## src/rtl/counter_ctrl_pkg.sv

```systemverilog
// rtl/counter_ctrl_pkg.sv - shared types and constants for counter_ctrl
// Purpose: FSM state enum, synchroniser depth and default parameter values
//          shared by counter_ctrl and btn_debounce.
// Ports:   none (package).
package counter_ctrl_pkg;

   typedef enum logic [1:0] {
      IDLE      = 2'd0,
      UP_HELD   = 2'd1,
      DOWN_HELD = 2'd2,
      LOCKOUT   = 2'd3
   } state_t;

   localparam int SYNC_STAGES           = 2;
   localparam int DEF_DEBOUNCE_CYCLES   = 4;
   localparam int DEF_REPEAT_DELAY      = 16;
   localparam int DEF_REPEAT_PERIOD     = 4;

endpackage

```

## src/rtl/counter_ctrl_btn_debounce.sv

```systemverilog
// rtl/counter_ctrl_btn_debounce.sv - button synchroniser plus debounce filter
// Purpose: brings a raw asynchronous button into the clk domain and only lets
//          the debounced level follow it after DEBOUNCE_CYCLES consecutive
//          differing samples.
// Ports:   clk   - clock
//          rst   - synchronous active-high reset
//          btn   - raw asynchronous button
//          level - debounced level
module btn_debounce
   import counter_ctrl_pkg::*;
#(
   parameter int DEBOUNCE_CYCLES = DEF_DEBOUNCE_CYCLES
) (
   input  logic clk,
   input  logic rst,
   input  logic btn,
   output logic level
);

   localparam int CW = $clog2(DEBOUNCE_CYCLES) + 1;

   logic [SYNC_STAGES-1:0] sync;
   logic [CW-1:0]          cnt;

   always_ff @(posedge clk) begin
      if (rst) begin
         sync  <= '0;
         cnt   <= '0;
         level <= 1'b0;
      end else begin
         sync <= {sync[SYNC_STAGES-2:0], btn};
         // Any sample agreeing with the current level restarts the run, so
         // only an unbroken run of differing samples can flip the level.
         if (sync[SYNC_STAGES-1] == level) begin
            cnt <= '0;
         end else if (cnt == CW'(DEBOUNCE_CYCLES - 1)) begin
            level <= ~level;
            cnt   <= '0;
         end else begin
            cnt <= cnt + 1'b1;
         end
      end
   end

endmodule

```

## src/rtl/counter_ctrl.sv

```systemverilog
// rtl/counter_ctrl.sv - push-button front end producing counter enable/direction
// Purpose: debounces btn_up/btn_down and turns each accepted press into a
//          single-cycle enable with a matching direction. Pressing one button
//          while the other is held locks out counting until both are released.
//          Optional auto-repeat while a single button is held is built when
//          COUNTER_CTRL_AUTO_REPEAT_EN is defined.
// Ports:   clk       - clock
//          rst       - synchronous active-high reset
//          btn_up    - raw up button, active high
//          btn_down  - raw down button, active high
//          enable    - one-cycle count request
//          direction - 1 = up, 0 = down; held between pulses
module counter_ctrl
   import counter_ctrl_pkg::*;
#(
   parameter int DEBOUNCE_CYCLES = DEF_DEBOUNCE_CYCLES,
   parameter int REPEAT_DELAY    = DEF_REPEAT_DELAY,
   parameter int REPEAT_PERIOD   = DEF_REPEAT_PERIOD
) (
   input  logic clk,
   input  logic rst,
   input  logic btn_up,
   input  logic btn_down,
   output logic enable,
   output logic direction
);

   logic   db_up;
   logic   db_down;
   state_t state_q;
   state_t state_d;
   logic   enable_d;
   logic   direction_d;
   logic   press;
   logic   held;
   logic   rep_fire;

   btn_debounce #(.DEBOUNCE_CYCLES(DEBOUNCE_CYCLES)) u_db_up (
      .clk   (clk),
      .rst   (rst),
      .btn   (btn_up),
      .level (db_up)
   );

   btn_debounce #(.DEBOUNCE_CYCLES(DEBOUNCE_CYCLES)) u_db_down (
      .clk   (clk),
      .rst   (rst),
      .btn   (btn_down),
      .level (db_down)
   );

   // A press is accepted only from IDLE with exactly one button down.
   assign press = (state_q == IDLE) && (db_up ^ db_down);
   assign held  = (state_q == UP_HELD) || (state_q == DOWN_HELD);

`ifdef COUNTER_CTRL_AUTO_REPEAT_EN
   localparam int RMAX = (REPEAT_DELAY > REPEAT_PERIOD) ? REPEAT_DELAY : REPEAT_PERIOD;
   localparam int RW   = $clog2(RMAX) + 1;

   logic [RW-1:0] rpt_cnt;

   // Down-counter loaded on the initial pulse; reaching zero while the held
   // state persists fires a repeat and reloads with the period.
   always_ff @(posedge clk) begin
      if (rst) begin
         rpt_cnt <= '0;
      end else if (press) begin
         rpt_cnt <= RW'(REPEAT_DELAY - 1);
      end else if (held && (state_d == state_q)) begin
         if (rpt_cnt == '0) begin
            rpt_cnt <= RW'(REPEAT_PERIOD - 1);
         end else begin
            rpt_cnt <= rpt_cnt - 1'b1;
         end
      end else begin
         rpt_cnt <= '0;
      end
   end

   assign rep_fire = held && (state_d == state_q) && (rpt_cnt == '0);
`else
   logic unused_repeat_cfg;
   assign unused_repeat_cfg = ^{REPEAT_DELAY, REPEAT_PERIOD, held};
   assign rep_fire          = 1'b0;
`endif

   always_ff @(posedge clk) begin
      if (rst) begin
         state_q   <= IDLE;
         enable    <= 1'b0;
         direction <= 1'b0;
      end else begin
         state_q   <= state_d;
         enable    <= enable_d;
         direction <= direction_d;
      end
   end

   always_comb begin
      state_d = state_q;
      case (state_q)
         IDLE: begin
            if (db_up && db_down) state_d = LOCKOUT;
            else if (db_up)       state_d = UP_HELD;
            else if (db_down)     state_d = DOWN_HELD;
         end
         UP_HELD: begin
            if (db_down)     state_d = LOCKOUT;
            else if (!db_up) state_d = IDLE;
         end
         DOWN_HELD: begin
            if (db_up)         state_d = LOCKOUT;
            else if (!db_down) state_d = IDLE;
         end
         LOCKOUT: begin
            if (!db_up && !db_down) state_d = IDLE;
         end
         default: state_d = IDLE;
      endcase
   end

   always_comb begin
      enable_d    = press | rep_fire;
      direction_d = press ? db_up : direction;
   end

endmodule

```

## config.mk

```make
export PLATFORM = sky130hd
export DESIGN_NAME = counter_ctrl
export DESIGN_NICKNAME = d
export VERILOG_FILES = /design/src/rtl/counter_ctrl_pkg.sv /design/src/rtl/counter_ctrl_btn_debounce.sv /design/src/rtl/counter_ctrl.sv
export SDC_FILE = /design/constraint.sdc
export NUM_CORES = 1
export LEC_CHECK = 0
export BUFFER_PORTS_ARGS = -buffer_cell sky130_fd_sc_hd__buf_2
export CAP_MARGIN = 40
export CORE_UTILIZATION = 49
export CTS_BUF_LIST = sky130_fd_sc_hd__clkbuf_16
export DETAILED_ROUTE_END_ITERATION = 10
export GPL_ROUTABILITY_DRIVEN = 0
export PLACE_DENSITY = 0.79
export SLEW_MARGIN = 25
export SYNTH_ARGS = -nofsm -noshare
export SYNTH_HDL_FRONTEND = slang
export SYNTH_SLANG_ARGS = --single-unit
```

## constraint.sdc

```tcl
create_clock -name clk -period 1.6 [get_ports clk]
set_clock_uncertainty 0.05 [all_clocks]
set_input_delay 0.32 -clock clk [delete_from_list [all_inputs] [get_ports clk]]
set_output_delay 0.32 -clock clk [all_outputs]
set_load 0.03 [all_outputs]
```

# Yosys cells after proc, flatten, opt, wreduce, memory -nomap -nowiden
# Index checks and enable logic that the tools add are counted.
# op_classes
addsub	2
n_eq_ne	11
mux	9
bitwise_logic	5
n_reduce_logical	11
# ops
cell	n
$mux 2	8
$pmux 2 s4	1
$add 3x1->3 const B	2
$eq 3x2->1 const B	2
$reduce_or 3->1	2
$eq 2x2->1 const B	2
$ne 4x1->1 const B	1
$not 1->1	4
$reduce_and 2->1	2
$reduce_and 4->1	1
$logic_and 1x1->1	3
$ne 3x2->1 const B	1
$ne 3x3->1 const B	1
$eq 1x1->1	2
$eq 2x1->1 const B	1
$logic_not 1->1	2
$logic_not 2->1	1
$ne 2x2->1 const B	1
$xor 1x1->1	1
# totals
regBits	16
input_bits	4
wordCells	47

# Logic depth before layout (Yosys ltp)
# depth
word_depth	4
ltp_mapped	6
depth_no_buf	5

# Cells and area by module
# From an unflattened synthesis, not the netlist that was laid out.
# hier_totals
hier_cells	63
area_unflattened_um2	688.2
# by_module_without_submodules
module	instances	cells_per_inst	area_each_um2
btn_debounce	2	17	211.5
counter_ctrl	1	29	265.3

# Least setup slack after synthesis
# Ideal clock, no wire load.
# synth_path
path_kind	flip-flop to flip-flop
startpoint	reg u_db_up.level
endpoint	reg state_q[1]
arrival_ps	1434
required_time_ps	1464
path_slack_ps	30
stages_incl_launch_ff	7
n_path_buf	1
path_cell_list	dfxtp_1 -> buf_2 -> inv_1 -> ha_1 -> or4b_1 -> o211a_2 -> a221oi_2
# synth_via
elab_chain_len	4
word_cells_on_any_way	12
classes_between	4 x eq/ne; 4 x mux; 4 x reduce/logical
# synth_lines
element	line	source
start: declaration	counter_ctrl_btn_debounce.sv:17	output logic level
start signal: assignment	counter_ctrl_btn_debounce.sv:37	level <= ~level;
$logic_not 1->1	counter_ctrl.sv:116	if (!db_up && !db_down) state_d = IDLE;
$logic_and 1x1->1	counter_ctrl.sv:116	
$ne 2x2->1 (no source line)	--	
$reduce_and 4->1 (no source line)	--	
end signal: assignment	counter_ctrl.sv:93	state_q <= state_d;
end: declaration	counter_ctrl.sv:30	state_t state_q;
# Parallel ways exist; a longest one is shown, timed or not.
# A chain may end at the register's enable or synchronous reset.

# Final worst setup path
# layout_path
startpoint	reg u_db_down.level
endpoint	reg state_q[0]
# layout_via
elab_chain_len	4
word_cells_on_any_way	11
classes_between	4 x eq/ne; 3 x mux; 4 x reduce/logical
# layout_lines
element	line
start: declaration	counter_ctrl_btn_debounce.sv:17
start signal: assignment	counter_ctrl_btn_debounce.sv:37
$logic_not 1->1	counter_ctrl.sv:116
$logic_and 1x1->1	counter_ctrl.sv:116
$ne 2x2->1 (no source line)	--
$reduce_and 4->1 (no source line)	--
# Parallel ways exist; a longest one is shown, timed or not.

==> summary.txt <==
FP Rows -> 13
Synth Net Count -> 82
Finished Layout Cells -> 96
Via-per-instance ratio -> 5.17
Final worst setup slack -> 0.0610 ns
Die height -> 40.0 um
CP Class -> reg -> reg
Die area -> 1600 um^2
Starting Density -> 53.8%
CP endpoint kind -> flip-flop
GRT Overall Usage -> 18.2%
First-pass GRT wire length -> 1810 um
Max cap viols -> 0
Static Leakage -> 0.351 nW
Fin Hold WS -> 0.234 ns
Avg Inst Size Synth -> 9.97 um^2
Total number of vias -> 496
Pins Over Slew Limit -> 0
Wirelength, routed -> 1260 um
Mapped Area -> 708 um^2
Hold_buf cts -> 0
Ys Warns -> 0
Total setup buffers inserted after CTS -> 0
Fmax -> 0.650 GHz
Filler instances -> 96
Synth Register Bits -> 16
Power density cells -> 1180 nW/um^2
I/O Pins -> 6
Design area -> 853 um^2
RSZ-0062 raised after global routing -> true
Grt ovf -> 0
Clk_lat worst skew -> 0.25 ns
Pre-Repair DR Iteration Count -> 4
Dpl hpwl -> 813 um
CTS tree -> yes
Status -> completed
Pin count of the biggest net entering global routing -> 13
Worst min path class -> in -> reg
Commonest non-fill, non-tap cells in the layout -> dfxtp_1, nor2_1, inv_1
Sequential share of the synthesized area -> 45.2%
Finish-stage setup viols -> 0
Most common cell after layout, fill and taps aside -> dfxtp_1
Num CTS Buffers -> 3
Final core occ -> 64.8%
Pre-CTS setup slack -> 0.0629 ns
Antenna-violating nets left -> 0
Fin crit share -> 96.2%
CTS root buf -> clkbuf_16
Top fanout value on the critical path -> 3
Critical Path Source Type -> flip-flop
Post-route setup TNS -> 0 ns
Final net count -> 93
Die W -> 40.0 um
WP data required -> 1.71 ns
Post-Synthesis Cells -> 71
Area post-placement -> 764 um^2
Share of layout cells above drive strength 1 -> 24.7%
Remaining DRCs -> 0
TritonCTS sink count -> 16
CP arrival -> 1.64 ns
Slew @ Worst Pin -> 0.234 ns
Slew margin rel. -> 84.4%
Max VDD drop -> 0.767 mV
Clk slew on worst S/H paths -> 0.05 ns
Count of different cell masters after synthesis -> 21
P&R area growth vs syn -> 20.5%
Initial DRC count -> 7
Avg WL per Cell -> 13.1 um
IO buf count -> 5
Antenna violations before repair -> 0
Power, Total -> 1.00 mW
Core ar. -> 1320 um^2
CTS Buffer Depth -> 2
Htree depth -> 1
Vias in the first global route -> 435
Final min period -> 1.54 ns
Placed insts -> 92
Final Hold Vio Count -> 0
Antenna diodes -> 0
cell families (layout without fill, tap and decap cells):
logic type / after synthesis / count (layout) / synth area share (%)
AND/OR/NAND/NOR: 24 / 24 / 18.4
flip-flops: 16 / 16 / 45.2
buffers and inverters: 12 / 22 / 7.77
adder cells (fa/ha/maj): 7 / 7 / 12.4
AO/OA/AOI/OAI: 6 / 6 / 8.30
XOR/XNOR: 3 / 3 / 3.71
multiplexers: 3 / 3 / 4.24
routing by layer:
metal	vias to the layer above	global-route usage, %	share of wire (%)
li1	252	-	-
met1	227	19.9	41
met2	12	29.0	51
met3	5	6.67	4.2
met4	0	12.9	3.3
met5	-	0	0
cell usage after synthesis (all sizes together):
master / count / area, um^2
dfxtp: 16 / 320
nor2: 10 / 37.5
inv: 8 / 30.0
ha: 7 / 87.6
nor2b: 5 / 31.3
buf: 3 / 21.3
mux2i: 3 / 30.0
or3: 3 / 18.8
xnor2: 3 / 26.3
a221oi: 2 / 30.0
nand3b: 2 / 15.0
clkbuf: 1 / 3.75
nand2: 1 / 3.75
nand2b: 1 / 6.26
nor3b: 1 / 7.51
o211a: 1 / 10.0
o211ai: 1 / 7.51
o21ai: 1 / 5.00
o22ai: 1 / 6.26
or4b: 1 / 10.0
critical path, stage by stage, from the launching register on:
cell and delay, ns:
dfxtp_1 0.34, inv_2 0.07, ha_2 0.17, or4b_1 0.44, o211a_2 0.15, a221oi_2 0.23
area by class of cell:
class	count	area, um^2	share of cell area, %
multi-input cells	43	343	40.2
well taps	15	18.8	2.20
repair buffers	10	62.6	7.33
inverters	8	30.0	3.52
flip-flops and latches	16	320	37.5
clock buffers	3	75.1	8.80
clock inverters	1	3.75	0.440
final timing paths:
kind,start,endpoint,slack (ns),depth (start not counted)
worst max-delay path,u_db_down.level,state_q[0],0.06,5
worst min-delay path,btn_up,u_db_up.sync[0],0.23,2
worst max register to register,u_db_down.level,state_q[0],0.06,5
worst min register to register,u_db_down.cnt[0],u_db_down.cnt[0],0.37,1
registers in the layout, indices dropped and copies added, names as in the netlist:
signal and flops:
direction 1, enable 1, state_q 2, u_db_down.cnt 3, u_db_down.level 1, u_db_down.sync 2, u_db_up.cnt 3, u_db_up.level 1
u_db_up.sync 2
report_power, final:
part / switching, mW / leakage, nW / internal, mW / total [mW]
Clock: 0.158 / 0.0385 / 0.332 / 0.490
Combinational: 0.0481 / 0.182 / 0.0462 / 0.0943
Sequential: 0.00678 / 0.130 / 0.413 / 0.420
what timing repair did:
action	in CTS	in global routing
hold endpoints to repair	0	0
endpoints found under the setup margin	0	2
resized for setup	0	4
(Power assumes the default switching activity.)
